**src/rtl/prio_arbiter_if.sv**
```systemverilog
// prio_arbiter_if
//   Bundle of the arbitration handshake between a group of requesters and
//   the prio_arbiter that serves them.
//
//   Parameters
//     N           number of requesters (2..32)
//
//   Signals
//     enable      arbitration enable, low forces the arbiter idle
//     req         level-sensitive request, one bit per channel
//     grant       one-hot grant, one bit per channel
//     grant_id    index of the granted channel, 0 when idle
//     grant_valid high while any channel owns the grant
//
//   Modports
//     master      requester side: drives enable/req, observes the grant
//     slave       arbiter side: observes enable/req, drives the grant
interface prio_arbiter_if #(
    parameter int N = 8
);
    localparam int W = $clog2(N);

    logic         enable;
    logic [N-1:0] req;
    logic [N-1:0] grant;
    logic [W-1:0] grant_id;
    logic         grant_valid;

    modport master (
        output enable,
        output req,
        input  grant,
        input  grant_id,
        input  grant_valid
    );

    modport slave (
        input  enable,
        input  req,
        output grant,
        output grant_id,
        output grant_valid
    );
endinterface

```
**src/rtl/prio_arbiter.sv**
```systemverilog
// prio_arbiter
//   Registered N-channel arbiter. Grants one requester at a time and keeps
//   the grant until the owner drops its request, optionally forcing a
//   re-arbitration once the owner has held the grant MAX_HOLD cycles while
//   somebody else is waiting. Winner selection is either fixed priority
//   (highest index wins) or round-robin from a rotating pointer.
//
//   Parameters
//     N           number of requesters, 2..32
//     MODE        0 = fixed priority, 1 = round-robin
//     MAX_HOLD    hold-time limit in cycles, 0 = unlimited, up to 65535
//
//   Ports
//     clk         rising-edge clock
//     reset       asynchronous, active-high reset
//     bus         prio_arbiter_if slave modport
//                   enable, req          in
//                   grant, grant_id,
//                   grant_valid          out, all registered
module prio_arbiter #(
    parameter int N        = 8,
    parameter int MODE     = 0,
    parameter int MAX_HOLD = 0
) (
    input  logic          clk,
    input  logic          reset,
    prio_arbiter_if.slave bus
);
    localparam int           W          = $clog2(N);
    localparam logic [N-1:0] ONE_HOT_0  = N'(1);
    localparam logic [15:0]  HOLD_LIMIT = 16'(MAX_HOLD);
    localparam bit           LIMITED    = (MAX_HOLD != 0);
    localparam logic [W-1:0] LAST_CH    = W'(N - 1);

    typedef enum logic {
        IDLE,
        OWNED
    } state_t;

    state_t       state;
    logic [N-1:0] grant_q;
    logic [W-1:0] id_q;
    logic         valid_q;
    logic [W-1:0] ptr;
    logic [15:0]  hold_cnt;

    logic         holder_req;
    logic [N-1:0] others;
    logic         preempt;
    logic         keep;
    logic [N-1:0] cand;
    logic         found;
    logic [W-1:0] win;
    logic [W-1:0] next_ptr;
    int           idx;

    // Owner bookkeeping. The candidate set excludes the current owner
    // whenever a grant is active: if the owner released, its request is
    // already low, and if it is being preempted it must be masked for this
    // one arbitration. Either way the same "everyone but the owner" set is
    // correct, which is also why a release that coincides with the
    // preemption condition behaves exactly like a plain release.
    always_comb begin
        holder_req = |(bus.req & grant_q);
        others     = bus.req & ~grant_q;
        preempt    = LIMITED && valid_q && holder_req &&
                     (hold_cnt >= HOLD_LIMIT) && (|others);
        keep       = valid_q && holder_req && !preempt;
        cand       = valid_q ? others : bus.req;
    end

    // Winner selection. Fixed priority lets the highest set index win.
    // Round-robin scans downward starting at ptr and wraps from 0 back to
    // N-1 (not 2^W-1), so non-power-of-two channel counts never produce an
    // out-of-range index.
    always_comb begin
        found = 1'b0;
        win   = '0;
        idx   = 0;
        if (MODE == 0) begin
            for (int i = 0; i < N; i++) begin
                if (cand[i]) begin
                    found = 1'b1;
                    win   = W'(i);
                end
            end
        end else begin
            for (int k = 0; k < N; k++) begin
                idx = int'(ptr) - k;
                if (idx < 0) begin
                    idx = idx + N;
                end
                if (!found && cand[idx]) begin
                    found = 1'b1;
                    win   = W'(idx);
                end
            end
        end
    end

    // After granting channel i the pointer moves to i-1 (mod N), making the
    // winner the lowest priority for the following arbitration.
    always_comb begin
        next_ptr = (win == '0) ? LAST_CH : (win - W'(1));
    end

    // Grant FSM with registered outputs. Dropping enable returns to IDLE
    // and clears the hold counter but leaves the round-robin pointer alone,
    // so fairness history survives an enable pulse. A handover from one
    // owner to the next happens on a single edge with no idle cycle.
    always_ff @(posedge clk or posedge reset) begin
        if (reset) begin
            state    <= IDLE;
            grant_q  <= '0;
            id_q     <= '0;
            valid_q  <= 1'b0;
            ptr      <= LAST_CH;
            hold_cnt <= '0;
        end else if (!bus.enable) begin
            state    <= IDLE;
            grant_q  <= '0;
            id_q     <= '0;
            valid_q  <= 1'b0;
            hold_cnt <= '0;
        end else begin
            case (state)
                IDLE: begin
                    if (found) begin
                        state    <= OWNED;
                        grant_q  <= ONE_HOT_0 << win;
                        id_q     <= win;
                        valid_q  <= 1'b1;
                        hold_cnt <= 16'd1;
                        if (MODE != 0) begin
                            ptr <= next_ptr;
                        end
                    end
                end
                OWNED: begin
                    if (keep) begin
                        if (hold_cnt != 16'hFFFF) begin
                            hold_cnt <= hold_cnt + 16'd1;
                        end
                    end else if (found) begin
                        grant_q  <= ONE_HOT_0 << win;
                        id_q     <= win;
                        valid_q  <= 1'b1;
                        hold_cnt <= 16'd1;
                        if (MODE != 0) begin
                            ptr <= next_ptr;
                        end
                    end else begin
                        state    <= IDLE;
                        grant_q  <= '0;
                        id_q     <= '0;
                        valid_q  <= 1'b0;
                        hold_cnt <= '0;
                    end
                end
                default: begin
                    state    <= IDLE;
                    grant_q  <= '0;
                    id_q     <= '0;
                    valid_q  <= 1'b0;
                    hold_cnt <= '0;
                end
            endcase
        end
    end

    // The FSM owns every output register; the interface just exposes them.
    assign bus.grant       = grant_q;
    assign bus.grant_id    = id_q;
    assign bus.grant_valid = valid_q;

endmodule

```
**src/flat_wrapper.sv**
```systemverilog
// flat-port wrapper written by rule: the top's interface ports become plain ports
module prio_arbiter_flat 
#(
    parameter int N        = 8,
    parameter int MODE     = 0,
    parameter int MAX_HOLD = 0
)
  (clk, reset, bus_enable, bus_req, bus_grant, bus_grant_id, bus_grant_valid);
  prio_arbiter_if #(.N(N)) bus_i ();
  input  logic clk;
  input  logic reset;
  input wire logic [$bits(bus_i.enable)-1:0] bus_enable;
  input wire logic [$bits(bus_i.req)-1:0] bus_req;
  output wire logic [$bits(bus_i.grant)-1:0] bus_grant;
  output wire logic [$bits(bus_i.grant_id)-1:0] bus_grant_id;
  output wire logic [$bits(bus_i.grant_valid)-1:0] bus_grant_valid;
  assign bus_i.enable = bus_enable;
  assign bus_i.req = bus_req;
  assign bus_grant = bus_i.grant;
  assign bus_grant_id = bus_i.grant_id;
  assign bus_grant_valid = bus_i.grant_valid;
  prio_arbiter #(.N(N), .MODE(MODE), .MAX_HOLD(MAX_HOLD)) u_core (.clk(clk), .reset(reset), .bus(bus_i));
endmodule
```
**config.mk**
```make
export PLATFORM = sky130hd
export DESIGN_NAME = prio_arbiter_flat
export DESIGN_NICKNAME = d
export VERILOG_FILES = /design/src/rtl/prio_arbiter_if.sv /design/src/rtl/prio_arbiter.sv /design/src/flat_wrapper.sv
export SDC_FILE = /design/constraint.sdc
export NUM_CORES = 1
export LEC_CHECK = 0
export CELL_PAD_IN_SITES_DETAIL_PLACEMENT = 0
export CELL_PAD_IN_SITES_GLOBAL_PLACEMENT = 1
export CORE_UTILIZATION = 34
export DETAILED_ROUTE_END_ITERATION = 6
export GPL_TIMING_DRIVEN = 0
export MAX_ROUTING_LAYER = met4
export PLACE_DENSITY_LB_ADDON = 0.05
export SYNTH_ARGS = -nofsm -noshare
export SYNTH_HDL_FRONTEND = slang
export SYNTH_SLANG_ARGS = --single-unit
export TNS_END_PERCENT = 30
```
**constraint.sdc**
```tcl
create_clock -name clk -period 2.3 [get_ports clk]
set_clock_uncertainty 0.15 [all_clocks]
set_input_delay 0.46 -clock clk [delete_from_list [all_inputs] [get_ports clk]]
set_output_delay 0.46 -clock clk [all_outputs]
set_load 0.01 [all_outputs]
```
==> impl_table.tex <==
\begin{tabular}{lr}
\hline
Metric & Value \\
\hline
\multicolumn{2}{l}{\textbf{Run status}} \\
\quad Outcome & complete, no violations \\
\multicolumn{2}{l}{\textbf{Placement}} \\
\quad Weighted congestion at the end of routability-driven global placement & 0.767 \\
\quad Worst slack, placed & -0.190 ns \\
\quad Placed standard-cell area & 0.00105 sq mm \\
\quad Post-DP HPWL & around 1600 microns \\
\quad Number of buffers inserted by port buffering & 22 \\
\quad Cell count after placement & 129 \\
\multicolumn{2}{l}{\textbf{Finish}} \\
\quad Final core occ & 0.489 \\
\quad Total inserted antenna cells & 0 \\
\quad Fraction of layout cells with a size suffix above 1 & 0.124 \\
\quad Non-Filler Instances & approximately 130 \\
\quad Layout area overhead & 36.1\% \\
\quad Finished layout cell area & around 0.0011 sq mm \\
\quad Net count reported at finish & 117 \\
\multicolumn{2}{l}{\textbf{Floorplan}} \\
\quad Die span in y & 50.3 microns \\
\quad Starting utilization of the core area & 0.359 \\
\quad Die X & approximately 50 microns \\
\quad Area of the placeable core & 0.00221 sq mm \\
\quad I/O Pins & 23 \\
\quad Number of cell rows & 17 \\
\quad Die area & 0.00253 sq mm \\
\multicolumn{2}{l}{\textbf{Clock network}} \\
\quad Worst-skew pair later-pin latency & 0.27 ns \\
\quad Clock transition at the registers of the reported paths & $\sim$0.080 ns \\
\quad Number of buffers on the longest clock path & 2 \\
\quad CTS H-Tree Depth & 1 \\
\quad Root buf cell & sky130\_fd\_sc\_hd\_\_clkbuf\_4 \\
\quad Number of CTS-inserted buffers & 3 \\
\quad TritonCTS clock tree & built \\
\quad Clock sinks & 13 \\
\quad \# Post-CTS Setup Buffers & 0 \\
\quad Cts hold-fix bufs & 0 \\
\multicolumn{2}{l}{\textbf{Route}} \\
\quad Total length of routed wires & slightly above 2000 microns \\
\quad Via Count & roughly 760 \\
\quad Post-detailed-route via-to-cell ratio & 5.70 \\
\quad DRC marker count from the first detailed-route iteration & 15 \\
\quad Average detailed-routed wire length per instance & approximately 15 microns \\
\quad Number of antenna-violating nets in the routed design & 0 \\
\quad DRC & 0 \\
\quad First-pass DRT Iterations & 4 \\
\multicolumn{2}{l}{\textbf{Synthesis}} \\
\quad Number of distinct library cell variants in the gate-level netlist after synthesis & 30 \\
\quad Synth Warn \# & 0 \\
\quad Cell count after synthesis & 79 \\
\quad Sequential area share after synthesis & 0.409 \\
\quad Cell Area, Synth & roughly 790 sq um \\
\quad Per-instance average area after synthesis & 10.1 sq um \\
\quad Register bit count reported by yosys & 13 \\
\quad Synth Net Count & 90 \\
\multicolumn{2}{l}{\textbf{Setup path}} \\
\quad Beginning of the worst register-to-register path & u\_core.bus.grant\_valid \\
\quad Critical path data arrival time & around 2.2 ns \\
\quad Capturing point of the worst reg2reg path & u\_core.bus.grant[6] \\
\quad Crit end category & register \\
\quad Startpoint type of the worst setup path & input pin \\
\quad Endpoint required time on the critical path & 2.35 ns \\
\quad Path type of the worst setup path & in2reg \\
\quad Critical path fanouts, max & 10 \\
\quad Startpoint of the worst setup timing path & bus\_req[7] \\
\quad Reg2Reg Depth & 6 \\
\quad Setup slack of the worst register-to-register path & 0.35 ns \\
\multicolumn{2}{l}{\textbf{Timing}} \\
\quad Minimum period implied by the final worst setup slack & 2.18 ns \\
\quad Max-slew violations & 0 \\
\quad Number of hold-slack violations in the final timing report & 0 \\
\quad Worst max-slew margin expressed relative to the limit & 0.668 \\
\quad Measured slew at the worst slew-check pin & 0.497 ns \\
\quad Period utilisation layout & 0.948 \\
\quad Setup repair after global routing missed its margin & yes \\
\quad Achievable clock frequency & 0.459 GHz \\
\quad Post-route worst setup slack & 0.120 ns \\
\quad Final setup violation count & 0 \\
\multicolumn{2}{l}{\textbf{GRT}} \\
\quad Number of global-route vias before repair & between 600 and 700 \\
\quad Global routing usage summed across all routing layers & 0.178 \\
\quad Antenna violations before repair & 0 \\
\quad Largest net degree at the start of global routing & 14 \\
\quad Total grt overflow & 0 \\
\quad First-pass GRT wire length & 3260 microns \\
\multicolumn{2}{l}{\textbf{Worst hold path}} \\
\quad Tightest Hold Check Type & in2async \\
\multicolumn{2}{l}{\textbf{Pwr}} \\
\quad Total power consumption of the routed design & 524 uW \\
\quad Total power density per cell area & 485 mW/mm\^{}2 \\
\quad Largest vdd supply drop & between 0.3 and 0.4 mV \\
\quad Leakage component of the power & between 0.4 and 0.5 nW \\
\multicolumn{2}{l}{\textbf{Run}} \\
\quad Max-cap viol count & 0 \\
\hline
\end{tabular}
-- layout make-up --
type	instances	area [sq um]
flip-flops and latches	13	325
multi-input cells	57	429
plain buffers	2	18.8
well taps	28	35.0
fillers	231	1130
inverters	7	26.3
clock buffers	4	26.3
repair buffers	22	220
-- repair_timing --
| item | in CTS | in global routing |
|---|---|---|
| endpoints found under the setup margin | 0 | 3 |
| endpoints found under the hold margin | 0 | 0 |
| gates resized for setup | 0 | 1 |
-- registers in the layout (all words and copies together) (netlist names) --
name,count
u_core.state,1
u_core.bus.grant,8
u_core.bus.grant_id,3
u_core.bus.grant_valid,1
-- per-layer routing --
metal	GRT usage	vias to the layer above	wire, microns
met3	0.0303	4	80
met4	0.0556	0	21
li1	-	362	-
met2	0.267	19	903
met5	-	-	0
met1	0.243	373	1020
-- how the worst max path moves through the flow --
stage,slack [ns],endpoint,cells after the start
3_5_place_dp,-0.19,u_core.bus.grant[4],6
2_1_floorplan,0.51,u_core.bus.grant[5],5
5_1_grt,-0.01,u_core.bus.grant[2],7
6_report,0.12,u_core.bus.grant_id[2],7
3_3_place_gp,-0.22,u_core.bus.grant[5],6
4_1_cts,0.08,u_core.bus.grant[4],6
-- cells in the mapped netlist, drive strengths merged --
| library cell | n | area [sq um] |
|---|---|---|
| buf | 2 | 18.8 |
| a32o | 3 | 30.0 |
| inv | 7 | 26.3 |
| nand4 | 2 | 12.5 |
| nand2 | 7 | 28.8 |
| or4b | 1 | 10.0 |
| o21ai | 1 | 5.00 |
| nor2 | 7 | 26.3 |
| a21oi | 3 | 15.0 |
| nand2b | 4 | 25.0 |
| a32oi | 1 | 8.76 |
| o2bb2ai | 9 | 78.8 |
| a22o | 1 | 8.76 |
| o221ai | 3 | 32.5 |
| or2b | 1 | 7.51 |
| nor4 | 1 | 12.5 |
| o31ai | 1 | 7.51 |
| dfrtp | 13 | 325 |
| a221o | 1 | 10.0 |
| o211ai | 2 | 33.8 |
| a21o | 1 | 7.51 |
| nor2b | 2 | 12.5 |
| a22oi | 4 | 35.0 |
| o2111ai | 1 | 8.76 |
| and2 | 1 | 7.51 |
-- cells in the final DEF (no fill, tap or decap) --
cell / n
sky130_fd_sc_hd__or4b_1: 1
sky130_fd_sc_hd__o2bb2ai_1: 9
sky130_fd_sc_hd__o2111ai_1: 1
sky130_fd_sc_hd__nor2b_1: 2
sky130_fd_sc_hd__o21ai_0: 1
sky130_fd_sc_hd__and2_2: 1
sky130_fd_sc_hd__nand2_1: 6
sky130_fd_sc_hd__clkbuf_1: 1
sky130_fd_sc_hd__nand2b_1: 4
sky130_fd_sc_hd__nor2_1: 7
sky130_fd_sc_hd__a21o_1: 1
sky130_fd_sc_hd__o221ai_2: 1
sky130_fd_sc_hd__a22oi_1: 2
sky130_fd_sc_hd__clkdlybuf4s50_1: 22
sky130_fd_sc_hd__nor4_2: 1
sky130_fd_sc_hd__dfrtp_1: 13
sky130_fd_sc_hd__clkbuf_4: 3
sky130_fd_sc_hd__o211ai_4: 1
sky130_fd_sc_hd__buf_4: 1
sky130_fd_sc_hd__a22o_1: 1
sky130_fd_sc_hd__o211ai_2: 1
sky130_fd_sc_hd__nand4_1: 2
sky130_fd_sc_hd__buf_6: 1
sky130_fd_sc_hd__inv_1: 7
sky130_fd_sc_hd__a22oi_2: 2
sky130_fd_sc_hd__a21oi_1: 3
sky130_fd_sc_hd__a32oi_1: 1
sky130_fd_sc_hd__or2b_1: 1
sky130_fd_sc_hd__o31ai_1: 1
sky130_fd_sc_hd__o221ai_1: 2
sky130_fd_sc_hd__a221o_1: 1
sky130_fd_sc_hd__a32o_1: 3
sky130_fd_sc_hd__nand2_2: 1
-- critical path, cell delays in order --
cell                              delay [ns]
sky130_fd_sc_hd__clkdlybuf4s50_1        0.50
sky130_fd_sc_hd__nor2_1                 0.17
sky130_fd_sc_hd__o221ai_2               0.19
sky130_fd_sc_hd__nor4_2                 0.37
sky130_fd_sc_hd__o2bb2ai_1              0.23
sky130_fd_sc_hd__buf_6                  0.19
sky130_fd_sc_hd__o2bb2ai_1              0.12
-- logic make-up (layout without fill, tap and decap cells) --
group           count (synthesis)  after routing  synth area share
simple gates                   26             26             0.180
flops                          13             13             0.409
buf+inv                         9             35            0.0567
compound gates                 31             31             0.354
-- per-stage QoR --
step / hold WS, ns / TNS (ns)
after floorplan: 0.187 / 0
after global placement: 0.328 / -1.58
after detailed placement: 0.337 / -1.50
after CTS: 0.354 / 0
after global routing: 0.376 / -0.00969
final: 0.351 / 0
-- power breakdown --
| group | internal [mW] | switching (mW) |
|---|---|---|
| combinational | 0.0635 | 0.0648 |
| clock | 0.0672 | 0.0752 |
| sequential | 0.240 | 0.0127 |
| total | 0.371 | 0.153 |
No activity file was read; power rests on OpenSTA's default activity.
